File: config.mk
export PLATFORM = sky130hd
export DESIGN_NAME = rf_wport_arbiter
export DESIGN_NICKNAME = d
export VERILOG_FILES = /design/src/rtl/rf_wport_arbiter.sv
export SDC_FILE = /design/constraint.sdc
export NUM_CORES = 1
export LEC_CHECK = 0
export BUFFER_PORTS_ARGS = -buffer_cell sky130_fd_sc_hd__buf_4
export CAP_MARGIN = 15
export CORE_MARGIN = 8
export CORE_UTILIZATION = 35
export CTS_CLUSTER_DIAMETER = 50
export DETAILED_ROUTE_END_ITERATION = 10
export GPL_TIMING_DRIVEN = 0
export PLACE_DENSITY = 0.88
export SETUP_SLACK_MARGIN = 0.1
export SYNTH_ARGS = -nofsm -noshare
export SYNTH_HDL_FRONTEND = slang
export SYNTH_SLANG_ARGS = --single-unit
File: constraint.sdc
create_clock -name clk -period 2.02 [get_ports clk]
set_input_delay 0.101 -clock clk [delete_from_list [all_inputs] [get_ports clk]]
set_output_delay 0.101 -clock clk [all_outputs]
set_load 0.02 [all_outputs]
File: src/rtl/rf_wport_arbiter.sv
// -----------------------------------------------------------------------------
// rf_wport_arbiter
//
// Owns the single register-file write port.
//   * Out of reset it walks registers 1..NUM_REGS-1 writing zero (CLEAR).
//   * In RUN it shares the port between three writers:
//       - pipeline writeback (wb_*): top priority, no handshake
//       - long-latency unit (lu_*): valid/ready
//       - debug port (dbg_*): valid/ready
//     LLU and debug are arbitrated round-robin whenever writeback leaves the
//     port free.
//   * A starvation counter raises stall_req so the pipeline inserts a
//     writeback bubble when LLU/debug have been locked out for too long.
//
// Ports
//   clk, rst                  clock, synchronous active-high reset
//   wb_we/wb_addr/wb_data     pipeline writeback request
//   lu_valid/lu_addr/lu_data  LLU request, lu_ready = accepted this cycle
//   dbg_valid/dbg_addr/...    debug request, dbg_ready = accepted this cycle
//   rf_we/rf_w_addr/rf_w_data register file write port
//   init_busy                 clear sequence in progress
//   stall_req                 ask the pipeline to hold wb_we low
//
// The grant path is purely combinational so the register file's same-cycle
// read bypass sees the data being written.
// -----------------------------------------------------------------------------
module rf_wport_arbiter #(
    parameter int DATA_W     = 32,
    parameter int ADDR_W     = 5,
    parameter int NUM_REGS   = 32,
    parameter int STARVE_LIM = 4
) (
    input  logic              clk,
    input  logic              rst,
    input  logic              wb_we,
    input  logic [ADDR_W-1:0] wb_addr,
    input  logic [DATA_W-1:0] wb_data,
    input  logic              lu_valid,
    input  logic [ADDR_W-1:0] lu_addr,
    input  logic [DATA_W-1:0] lu_data,
    output logic              lu_ready,
    input  logic              dbg_valid,
    input  logic [ADDR_W-1:0] dbg_addr,
    input  logic [DATA_W-1:0] dbg_data,
    output logic              dbg_ready,
    output logic              rf_we,
    output logic [ADDR_W-1:0] rf_w_addr,
    output logic [DATA_W-1:0] rf_w_data,
    output logic              init_busy,
    output logic              stall_req
);

    localparam int CNT_W = $clog2(STARVE_LIM + 1);
    localparam logic [CNT_W-1:0]  LIM_C    = CNT_W'(STARVE_LIM);
    localparam logic [ADDR_W-1:0] LAST_REG = ADDR_W'(NUM_REGS - 1);

    typedef enum logic {
        CLEAR = 1'b0,
        RUN   = 1'b1
    } state_t;

    state_t            state_reg;
    logic [ADDR_W-1:0] clr_cnt_reg;
    // rr_ptr_reg: 0 = LLU preferred on a tie, 1 = debug preferred on a tie
    logic              rr_ptr_reg;
    logic [CNT_W-1:0]  wait_cnt_reg;

    logic wb_occ;
    logic port_free;
    logic lu_grant;
    logic dbg_grant;

    // A writeback to r0 is a no-op and leaves the port to the other writers.
    assign wb_occ    = wb_we && (wb_addr != '0);
    assign port_free = !rst && (state_reg == RUN) && !wb_occ;
    assign lu_grant  = port_free && lu_valid  && (!dbg_valid || !rr_ptr_reg);
    assign dbg_grant = port_free && dbg_valid && (!lu_valid  ||  rr_ptr_reg);

    assign lu_ready  = lu_grant;
    assign dbg_ready = dbg_grant;
    assign init_busy = rst || (state_reg == CLEAR);
    assign stall_req = !rst && (state_reg == RUN) && (wait_cnt_reg >= LIM_C);

    always_comb begin
        rf_we     = 1'b0;
        rf_w_addr = '0;
        rf_w_data = '0;
        if (!rst) begin
            if (wb_occ) begin
                // Writeback wins even during CLEAR or while stall_req is up.
                rf_we     = 1'b1;
                rf_w_addr = wb_addr;
                rf_w_data = wb_data;
            end else if (state_reg == CLEAR) begin
                rf_we     = 1'b1;
                rf_w_addr = clr_cnt_reg;
            end else if (lu_grant) begin
                // r0 requests are accepted but never reach the file.
                rf_we     = (lu_addr != '0);
                rf_w_addr = lu_addr;
                rf_w_data = lu_data;
            end else if (dbg_grant) begin
                rf_we     = (dbg_addr != '0);
                rf_w_addr = dbg_addr;
                rf_w_data = dbg_data;
            end
        end
    end

    always_ff @(posedge clk) begin
        if (rst) begin
            state_reg    <= CLEAR;
            clr_cnt_reg  <= ADDR_W'(1);
            rr_ptr_reg   <= 1'b0;
            wait_cnt_reg <= '0;
        end else begin
            case (state_reg)
                CLEAR: begin
                    // A stray writeback steals the port; the clear step waits.
                    if (!wb_occ) begin
                        if (clr_cnt_reg == LAST_REG) begin
                            state_reg <= RUN;
                        end else begin
                            clr_cnt_reg <= clr_cnt_reg + ADDR_W'(1);
                        end
                    end
                end
                RUN: begin
                    if (lu_grant) begin
                        rr_ptr_reg <= 1'b1;
                    end else if (dbg_grant) begin
                        rr_ptr_reg <= 1'b0;
                    end

                    if (lu_grant || dbg_grant) begin
                        wait_cnt_reg <= '0;
                    end else if (lu_valid || dbg_valid) begin
                        if (wait_cnt_reg < LIM_C) begin
                            wait_cnt_reg <= wait_cnt_reg + CNT_W'(1);
                        end
                    end else begin
                        wait_cnt_reg <= '0;
                    end
                end
                default: state_reg <= CLEAR;
            endcase
        end
    end

endmodule

Yosys cells after proc, flatten, opt, wreduce, memory -nomap -nowiden
Cells that the tools add are included.

Register bits after elaboration: 10. Bits of input ports: 116.

$add $sub $neg: 2. Order comparisons: 2. Equality and inequality tests: 2. Muxes and demuxes: 23. Bitwise operators: 3. Reduce and logical (&&, ||, !) cells: 25.

Operators with widths (count): $mux W32 (5); $mux W5 (5); $reduce_bool A5 Y1 (3); $mux W1 (10); $mux W3 (3); $logic_and A1 B1 Y1 (8); $add A5 B1 Y5 const B (1); $eq A5 B5 Y1 const B (1); $logic_not A1 Y1 (5); $logic_or A1 B1 Y1 (5); $reduce_and A2 Y1 (2); $add A3 B1 Y3 const B (1); $ge A3 B3 Y1 const B (1); $lt A3 B3 Y1 const B (1); $ne A3 B2 Y1 const B (1); $not A1 Y1 (3); $reduce_and A3 Y1 (1); $reduce_bool A2 Y1 (1).

Longest topological paths before layout
Gate-level depths: netlist (run 1).

Depth in word-level cells: 11. Mapped depth: 7. Depth with buffers taken out: 7.

Worst setup path before layout (run 1)
OpenSTA, ideal clock, no wires.

Path kind: reg-to-reg. From: reg clr_cnt_reg[0]. To: reg clr_cnt_reg[3]. Setup time: 74 ps. Data arrival time: 1736 ps. Required time: 1946 ps. Setup slack: 209 ps. Stages on the path, launching flop included: 8. Buffers on the path: 0. Path through: dfxtp_1 > ha_1 > and3_1 > ha_1 > nor3_1 > a21oi_2 > or4_1 > o21ai_0.

Cells in the longest elaborated chain, start to end: 3. Elaborated cells on any way between the ends: 4. Those cells by class: add/sub: 1; eq/ne: 1; bitwise: 1; reduce/logical: 1.

Ends and longest elaborated chain: start: declaration (RTL line 63) `logic [ADDR_W-1:0] clr_cnt_reg;`; start signal: assignment (RTL line 124) `clr_cnt_reg <= clr_cnt_reg + ADDR_W'(1);`; branches (longest 3 deep; another with $add A5 B1 Y5).

Parallel ways; which one is timed is not known. A chain may end at the register's enable or synchronous reset.

Final worst setup path (run 1)
From: reg state_reg. To: out rf_w_data[15].

Cells in the longest elaborated chain, start to end: 9. Elaborated cells on any way between the ends: 11. Those cells by class: mux: 5; reduce/logical: 6.

Ends and longest elaborated chain: start: declaration (RTL line 62) `state_t state_reg;`; start signal: assignment (RTL line 112) `state_reg <= CLEAR;`; start signal: assignment (RTL line 122) `state_reg <= RUN;`; start signal: assignment (RTL line 145) `default: state_reg <= CLEAR;`; $logic_and A1 B1 Y1 (2 in a row) (RTL line 75) `assign port_free = !rst && (state_reg == RUN) && !wb_occ;`; $logic_and A1 B1 Y1 (2 in a row) (RTL line 77) `assign dbg_grant = port_free && dbg_valid && (!lu_valid || rr_ptr_reg);`; $mux W32 (RTL line 102) `end else if (dbg_grant) begin`; $mux W32 (RTL line 97) `end else if (lu_grant) begin`; $mux W32 (*) (RTL line 94) `end else if (state_reg == CLEAR) begin`; $mux W32 (*) (RTL line 89) `if (wb_occ) begin`; $mux W32 (*) (RTL line 88) `if (!rst) begin`; end: declaration (RTL line 48) `output logic [DATA_W-1:0] rf_w_data,`.

Mark *: on every way between the ends. The rest lies on a longest branch, timed or not.

==> results of run 1 <==
worst min path at each step:
stage	startpoint	slack [ps]	end	depth (start not counted)
finish	dbg_valid	190	wait_cnt_reg[1]	3
global route	dbg_valid	240	wait_cnt_reg[1]	3
CTS	dbg_valid	200	wait_cnt_reg[1]	3
detailed placement	dbg_valid	450	wait_cnt_reg[1]	3
global placement	dbg_valid	440	wait_cnt_reg[0]	3
floorplan	dbg_valid	280	wait_cnt_reg[0]	2
layer usage:
metal,global-route usage,part of all wire,up-vias
met2,0.4285,0.54,143
met4,0.04727,0.014,0
met1,0.2206,0.35,1092
met3,0.05293,0.087,12
li1,-,-,1107
met5,0,0,-
synth_stat cells, drive strengths merged:
| master | number |
|---|---|
| a211oi | 1 |
| mux2i | 2 |
| nand2b | 5 |
| a221o | 36 |
| o221ai | 2 |
| ha | 3 |
| nor4 | 1 |
| o21ai | 9 |
| nor3 | 3 |
| nand3 | 1 |
| nor2 | 42 |
| nor2b | 1 |
| o22ai | 3 |
| a311o | 1 |
| a21oi | 6 |
| or4 | 5 |
| dfxtp | 10 |
| nand2 | 13 |
| a211o | 1 |
| a22o | 1 |
| buf | 12 |
| and3 | 4 |
| nor3b | 2 |
| inv | 36 |
| o31ai | 1 |
| a32o | 1 |
| o211ai | 1 |
| nand4 | 1 |
| xor2 | 1 |
| a2bb2oi | 1 |
| clkbuf | 2 |
final cells by class:
class	instances	share of cell area
plain buffers	14	0.04400
clock buffers	3	0.01370
inverters	36	0.04483
multi-input cells	149	0.3512
flip-flops and latches	10	0.06683
well taps	50	0.02076
repair buffers	165	0.4587
worst reg2reg max path, stage by stage, from the launching register on:
cell and delay (ps):
dfxtp_1 350, ha_1 220, and3_1 190, ha_2 200
nor3_4 220, a21oi_4 90, or4_1 470, o21ai_0 80
logic make-up after synthesis:
| kind of cell | count (synthesis) | synth area share |
|---|---|---|
| fa+ha+maj | 3 | 0.02618 |
| compound gates | 64 | 0.3918 |
| mux | 2 | 0.01396 |
| buf+inv | 50 | 0.1562 |
| xor+xnor | 1 | 0.006109 |
| flops | 10 | 0.1396 |
| simple gates | 78 | 0.2661 |
report_power, final:
group          internal (mW)  switching, mW
clock                  0.130         0.0777
combinational          0.261          0.190
sequential             0.205        0.00793
total                  0.597          0.276
what timing repair did:
action | CTS | global route
resized for setup | 46 | 20
cloned | 4 | 1
hold endpoints to repair | 0 | 0
buffers inserted | 4 | 2
pin swaps | 22 | 20
endpoints found under the setup margin | 39 | 38
per-stage QoR:
stage	instance area [um^2]	setup WS [ps]	power (mW)	util	cells
6_report	3014	86.46	0.8724	0.7590	427
5_1_grt	3014	42.95	0.9071	0.7590	427
4_1_cts	2917	89.40	0.8529	0.7344	424
3_5_place_dp	2660	92.12	0.6263	0.6698	413
3_3_place_gp	2660	122.2	0.6176	0.6698	413
2_1_floorplan	1434	209.5	0.3760	-	208
==> run_results.csv, run 1 <==
group,metric,value,unit
outcome,status,"finished, final reports clean",
clock_tree,cts_buffers,3,
final_layout,seq_area,201.4,um^2
global_route,antenna_found_initial,0,
synth,synth_nets,327,
job,max-cap-violations,0,
critical_path,endpoint_kind,"primary output",
critical_path,critPathMaxStageDelay,350,ps
critical_path,cpMostUsedCell,"buf_6",
sta,tns,0,ps
power_and_ir_drop,power.density,289.4,nW/um^2
critical_path,critPathArrivalTime,1830,ps
final_layout,largest_register_ffs,5,
critical_path,path_depth,8,
synth,synth_top_area_share,0.2513,
worst_hold_path,hold_path.class,"primary input to register",
drt,firstDrtPassIters,4,
drt,drt_drc_violations_left,0,
placement,place_hpwl,6.051,mm
final_layout,nNetsFinal,498,
synth,syn_area,1434,um^2
die,dieArea,6401,um^2
drt,post_drt_via_cell_ratio,5.513,
clock_tree,clk_latency,240,ps
clock_tree,hold_buffers,0,
synth,yosys_warnings,0,
clock_tree,cts_tree,"done",
sta,rsz0062_at_grt,"true",
power_and_ir_drop,p_leak,1.586,nW
critical_path,worst_path_max_delay_cell,"a221o_1",
final_layout,final_common_cell,"buf_4",
synth,ys_seq_area_frac,0.1396,
drt,drtIter0Drc,135,
critical_path,cp-endpoint,"rf_w_data[15]",
sta,worst_pin_slew,596.0,ps
sta,hold_viol,0,
global_route,first_global_vias,2259,
die,fp.coreArea,3971,um^2
sta,setup_viol,0,
clock_tree,clock-root-buffer,"clkbuf_8",
critical_path,path_class,"register to primary output",
synth,post_synth.cell_area_avg,6.894,um^2
clock_tree,cts_buffer_depth,2,
clock_tree,h-tree-depth,1,
clock_tree,clkSlewWorstSetupHoldPaths,50,ps
final_layout,layout-drive-gt1-share,0.5146,
critical_path,critPathLaunch,"state_reg",
die,die_w,80.01,um
die,ios,158,
critical_path,reg2regPathDepth,7,
global_route,grt-ovfl-total,0,
sta,period_minus_slack,1934,ps
synth,ys_types,39,
critical_path,path_cells,"buf_6 -> nor3b_4 -> a2bb2oi_2 -> buf_6 -> nor2_4 -> buf_6 -> a221o_1 -> buf_6",
critical_path,rr_endpoint,"clr_cnt_reg[3]",
synth,yosys-top-cells-area,"a221o_1, dfxtp_1, nor2_1, inv_1, nand2_1",
sta,whs,192.9,ps
placement,gp_congestion,0.8890,
global_route,grt_max_degree,11,
placement,numPortBuffers,155,
critical_path,required,1920,ps
critical_path,crit_family,"buffers and inverters",
die,initial_utilization,0.3611,
final_layout,fillers,292,
final_layout,layout_common_cells,"buf_4, buf_6, nor2_1",
sta,fmax,0.5172,GHz
sta,clock_skew,5.323,ps
power_and_ir_drop,ir_drop,0.3330,mV
drt,wirelength,8.079,mm
sta,drv_slew,0,
global_route,track_usage,0.2175,
critical_path,path_buf_inv,4,
synth,synth_cells,208,
critical_path,r2r_start,"clr_cnt_reg[0]",
die,die_h,80.01,um
drt,antenna_left,0,
drt,vias,2354,
clock_tree,clock_sinks,10,
drt,wl_per_cell,18.92,um
global_route,grt_pass1_wl,11.25,mm
sta,slew-limit-headroom,0.5993,
critical_path,cp-start-kind,"register",
die,rows,23,
synth,yosysTopAreaCell,"a221o_1",
final_layout,antenna_cells,0,
critical_path,r2r_slack,130,ps
final_layout,area_delta_synth_final,110.2,%
critical_path,critPathMaxFanout,5,
synth,yosys_register_bits,10,
final_layout,multiInputGateArea,1059,um^2
sta,min_period_over_period,0.9572,
(Power assumes the default switching activity.)
==> run 2, diff against run 1 <==
--- a/config.mk
+++ b/config.mk
@@ -13,6 +13,7 @@
 export DETAILED_ROUTE_END_ITERATION = 10
 export GPL_TIMING_DRIVEN = 0
 export PLACE_DENSITY = 0.88
+export RECOVER_POWER = 100
 export SETUP_SLACK_MARGIN = 0.1
 export SYNTH_ARGS = -nofsm -noshare
 export SYNTH_HDL_FRONTEND = slang
==> run 2 against run 1 <==
  * Hold slack about the same
  * Sequential power barely moved
  * Total power is 4.1% lower
  * Critical path depth unchanged
  * Utilization decreased by 5.5 points
  * Clock skew is 1.5 ps lower
  * Cell count did not move
  * Final area down 7.3%
  * Largest power group unchanged
==> run_results.csv, run 2 (same netlist as run 1, synthesis figures left out) <==
group,metric,value,unit
die,fp.coreArea,3971,um^2
final_layout,largest_register_ffs,5,
sta,clock_skew,3.869,ps
final_layout,seq_area,201.4,um^2
final_layout,antenna_cells,0,
global_route,use_met3,0.05293,
critical_path,cp-endpoint,"rf_w_data[15]",
critical_path,cp-start-kind,"register",
worst_hold_path,hold_path.class,"primary input to register",
critical_path,critPathLaunch,"state_reg",
drt,firstDrtPassIters,4,
global_route,antenna_found_initial,0,
global_route,grt.busiest_layer,"met2",
critical_path,r2r_slack,110,ps
sta,drv_slew,0,
power_and_ir_drop,power,0.8364,mW
critical_path,rr_endpoint,"clr_cnt_reg[3]",
global_route,grt_pass1_wl,11.25,mm
critical_path,endpoint_kind,"primary output",
global_route,track_usage,0.2175,
clock_tree,clkSlewWorstSetupHoldPaths,50,ps
sta,tns,0,ps
sta,fmax,0.5094,GHz
drt,vias,2323,
sta,rsz0062_at_grt,"true",
sta,worst_pin_slew,596.4,ps
drt,wirelength,8.089,mm
die,die_w,80.01,um
sta,period_minus_slack,1963,ps
placement,place_hpwl,6.051,mm
critical_path,critPathMaxFanout,10,
sta,hold_viol,0,
critical_path,reg2regPathDepth,7,
die,initial_utilization,0.3611,
drt,post_drt_via_cell_ratio,5.440,
sta,setup_viol,0,
outcome,status,"finished, final reports clean",
critical_path,r2r_start,"clr_cnt_reg[0]",
final_layout,nNetsFinal,498,
critical_path,critPathMaxStageDelay,360,ps
placement,numPortBuffers,155,
critical_path,required,1920,ps
drt,drtIter0Drc,146,
critical_path,critPathArrivalTime,1860,ps
clock_tree,clock_sinks,10,
final_layout,final_common_cell,"buf_4",
global_route,grt_util_met2,0.4285,
global_route,grt-ovfl-total,0,
power_and_ir_drop,power.density,299.2,nW/um^2
final_layout,fillers,344,
critical_path,path_class,"register to primary output",
clock_tree,cts_buffers,3,
clock_tree,clk_latency,240,ps
power_and_ir_drop,p_leak,1.518,nW
global_route,use_met1,0.2206,
final_layout,layout_common_cells,"buf_4, nor2_1, inv_1, a221o_1, clkbuf_2",
die,ios,158,
critical_path,worst_path_max_delay_cell,"a221o_1",
global_route,first_global_vias,2259,
drt,wl_per_cell,18.94,um
clock_tree,clock-root-buffer,"clkbuf_8",
final_layout,area_delta_synth_final,94.94,%
final_layout,layout-drive-gt1-share,0.5013,
clock_tree,cts_buffer_depth,2,
final_layout,multiInputGateArea,1059,um^2
clock_tree,h-tree-depth,1,
sta,slew-limit-headroom,0.5991,
clock_tree,cts_tree,"done",
die,die_h,80.01,um
die,rows,23,
job,max-cap-violations,0,
critical_path,cpMostUsedCell,"buf_6",
power_and_ir_drop,ir_drop,0.3215,mV
die,dieArea,6401,um^2
clock_tree,hold_buffers,0,
critical_path,path_cells,"buf_6 -> nor3b_4 -> a2bb2oi_2 -> buf_6 -> nor2_4 -> buf_4 -> a221o_1 -> buf_6",
placement,gp_congestion,0.8890,
sta,min_period_over_period,0.9719,
drt,drt_drc_violations_left,0,
global_route,grt_max_degree,11,
drt,antenna_left,0,
## run 2: repair_timing
item | in CTS | in global routing
resized for setup | 46 | 20
setup buffers | 4 | 2
endpoints found under the setup margin | 39 | 38
pin swaps | 22 | 20
cloned | 4 | 1
## run 2: critical path: cells and delay by family (launching register included)
kind                   cells  cell delay (ps)
AOI/OAI and AO/OA          2              490
buffers and inverters      4              600
DFF                        1              320
and+or+nand+nor            2              200
## run 2: per-layer routing
metal	vias to the layer above	routed length [um]
met5	-	0
met4	0	114
met3	12	786
met2	154	4373
met1	1052	2815
li1	1105	-
## run 2: stage by stage
step                      hold WS (ps)  setup slack (ps)  utilization  area (um^2)  cells
after CTS                        198.5             89.40       0.7344         2917    424
after floorplan                  279.8             209.5            -         1434    208
after global routing             243.7             33.89       0.7038         2795    427
after detailed placement         445.2             92.12       0.6698         2660    413
final                            193.0             56.86       0.7038         2795    427
after global placement           436.4             122.2       0.6698         2660    413
## run 2: worst min-delay path by stage
stage,from,end,slack [ps],cells after the start
2_1_floorplan,dbg_valid,wait_cnt_reg[0],280,2
3_3_place_gp,dbg_valid,wait_cnt_reg[0],440,3
3_5_place_dp,dbg_valid,wait_cnt_reg[1],450,3
4_1_cts,dbg_valid,wait_cnt_reg[1],200,3
5_1_grt,dbg_valid,wait_cnt_reg[1],240,3
6_report,dbg_valid,wait_cnt_reg[1],190,3
## run 2: report_power, final
part	internal [mW]	switching [mW]
registers	0.205	0.00782
logic	0.231	0.186
clock network	0.130	0.0762
## run 2: area by class of cell
cell class / count / share of cell area
flip-flops and latches: 10 / 0.07207
multi-input cells: 149 / 0.3787
clock buffers: 3 / 0.01477
inverters: 36 / 0.04834
repair buffers: 165 / 0.4221
plain buffers: 14 / 0.04163
well taps: 50 / 0.02238
==> run 3, diff against run 2 <==
--- a/config.mk
+++ b/config.mk
@@ -7,12 +7,15 @@
 export LEC_CHECK = 0
 export BUFFER_PORTS_ARGS = -buffer_cell sky130_fd_sc_hd__buf_4
 export CAP_MARGIN = 15
+export CELL_PAD_IN_SITES_DETAIL_PLACEMENT = 0
+export CELL_PAD_IN_SITES_GLOBAL_PLACEMENT = 1
 export CORE_MARGIN = 8
-export CORE_UTILIZATION = 35
+export CORE_UTILIZATION = 22
+export CTS_BUF_LIST = sky130_fd_sc_hd__clkbuf_4 sky130_fd_sc_hd__clkbuf_8
 export CTS_CLUSTER_DIAMETER = 50
 export DETAILED_ROUTE_END_ITERATION = 10
 export GPL_TIMING_DRIVEN = 0
-export PLACE_DENSITY = 0.88
+export PLACE_DENSITY = 0.9
 export RECOVER_POWER = 100
 export SETUP_SLACK_MARGIN = 0.1
 export SYNTH_ARGS = -nofsm -noshare
==> run 3 against run 2 <==
  * Global-route usage fell by 6.4 points
  * Die area up 46%
  * Clock-buffer cell count is 1 higher
  * Maximum frequency grew 2.4%
  * Sequential cell count stayed put
  * Utilization shrank 23 points
  * Highest routed layer unchanged
  * Largest cell class unchanged
==> run_results.csv, run 3 (same netlist as run 1, synthesis figures left out) <==
group,metric,value,unit
die,initial_utilization,0.2271,
critical_path,endpoint_kind,"primary output",
placement,place_hpwl,6.228,mm
global_route,grt_max_degree,11,
power_and_ir_drop,ir_drop,0.4278,mV
power_and_ir_drop,power.density,302.5,nW/um^2
critical_path,path_class,"register to primary output",
final_layout,final_common_cell,"buf_4",
drt,wirelength,7.756,mm
final_layout,largest_register_ffs,5,
worst_hold_path,worstHoldPathCells,3,
final_layout,layout-drive-gt1-share,0.5013,
critical_path,cp-start-kind,"register",
final_layout,antenna_cells,0,
die,die_h,96.73,um
placement,gp_congestion,0.7892,
drt,drt_drc_violations_left,0,
die,ios,158,
sta,rsz0062_at_grt,"true",
global_route,first_global_vias,2263,
final_layout,nNetsFinal,499,
die,dieArea,9357,um^2
job,max-cap-violations,0,
clock_tree,cts_tree,"done",
clock_tree,clock_sinks,10,
clock_tree,clkSlewWorstSetupHoldPaths,50,ps
drt,firstDrtPassIters,4,
critical_path,reg2regPathDepth,7,
sta,period_minus_slack,1918,ps
critical_path,critPathArrivalTime,1820,ps
clock_tree,clk_latency,240,ps
sta,hold_viol,0,
clock_tree,cts_buffer_depth,2,
clock_tree,clock-root-buffer,"clkbuf_8",
sta,drv_slew,0,
final_layout,multiInputGateArea,1026,um^2
global_route,grt_pass1_wl,12.07,mm
critical_path,required,1920,ps
drt,vias,2270,
final_layout,layout_common_cells,"buf_4, nor2_1, inv_1, a221o_1, buf_6",
drt,post_drt_via_cell_ratio,4.978,
final_layout,fillers,635,
drt,drtIter0Drc,63,
sta,worst_pin_slew,424.8,ps
outcome,status,"finished, final reports clean",
die,fp.coreArea,6314,um^2
worst_hold_path,hold_path.class,"primary input to register",
drt,wl_per_cell,17.01,um
global_route,antenna_found_initial,0,
sta,min_period_over_period,0.9494,
clock_tree,cts_buffers,3,
die,rows,29,
sta,slew-limit-headroom,0.7145,
power_and_ir_drop,power,0.8956,mW
critical_path,critPathMaxFanout,7,
global_route,grt-ovfl-total,0,
sta,clock_skew,3.736,ps
sta,fmax,0.5214,GHz
final_layout,seq_area,200.2,um^2
final_layout,area_delta_synth_final,106.5,%
clock_tree,h-tree-depth,1,
global_route,track_usage,0.1532,
power_and_ir_drop,p_leak,1.570,nW
placement,numPortBuffers,155,
sta,setup_viol,0,
die,die_w,96.73,um
sta,tns,0,ps
drt,antenna_left,0,
-- run 3: changes by cell type in the layout (fill, tap and decap cells not counted), moves of 2 or more --
cell      before  now
clkbuf_2      31   11
buf_6         17   32
buf_4        121  128
clkbuf_1       7    5
-- run 3: worst paths after layout --
kind / start / to / slack [ps]
setup / recovery: state_reg / rf_w_addr[0] / 100
hold / removal: dbg_valid / wait_cnt_reg[1] / 200
setup reg to reg: clr_cnt_reg[0] / clr_cnt_reg[3] / 140
hold reg to reg: wait_cnt_reg[1] / wait_cnt_reg[1] / 510
-- run 3: through the flow --
stage	util	hold WS, ps	instances	worst slack (ps)	area, um^2
6_report	0.4689	195.4	456	102.1	2960
5_1_grt	0.4689	212.9	456	25.49	2960
4_1_cts	0.4790	192.5	454	52.96	3024
3_5_place_dp	0.4267	439.7	440	62.97	2694
3_3_place_gp	0.4267	437.6	440	44.58	2694
2_1_floorplan	-	279.8	208	209.5	1434
-- run 3: repair_timing --
| item | in CTS | in global routing |
|---|---|---|
| gates cloned | 1 | 0 |
| hold buffers | 0 | 0 |
| pin swaps | 37 | 6 |
| gates resized for setup | 53 | 2 |
| endpoints found under the setup margin | 39 | 38 |
| buffers inserted | 9 | 3 |
-- run 3: critical path, stage by stage (launching register included) --
cell and delay [ps]:
dfxtp_1 340, nor3b_4 160, a2bb2oi_2 130, buf_6 140, nor2_4 40, buf_12 140
buf_6 120, a221o_1 350, buf_2 170
-- run 3: final cells by class --
type | count | share of cell area
Timing Repair Buffer | 168 | 0.4505
Buffer | 13 | 0.03846
Multi-Input combinational cell | 148 | 0.3466
Clock buffer | 4 | 0.01860
Inverter | 36 | 0.04565
Tap cell | 77 | 0.03254
Sequential cell | 10 | 0.06762
-- run 3: report_power, final --
part / internal, mW / switching, mW
Sequential: 0.205 / 0.00741
Clock: 0.172 / 0.0835
Combinational: 0.246 / 0.182
Total: 0.623 / 0.273
-- run 3: routing by layer --
layer / global-route usage / share of wire
met1: 0.1644 / 0.39
met2: 0.2844 / 0.53
met3: 0.03058 / 0.059
met4: 0.06036 / 0.027
met5: 0 / 0
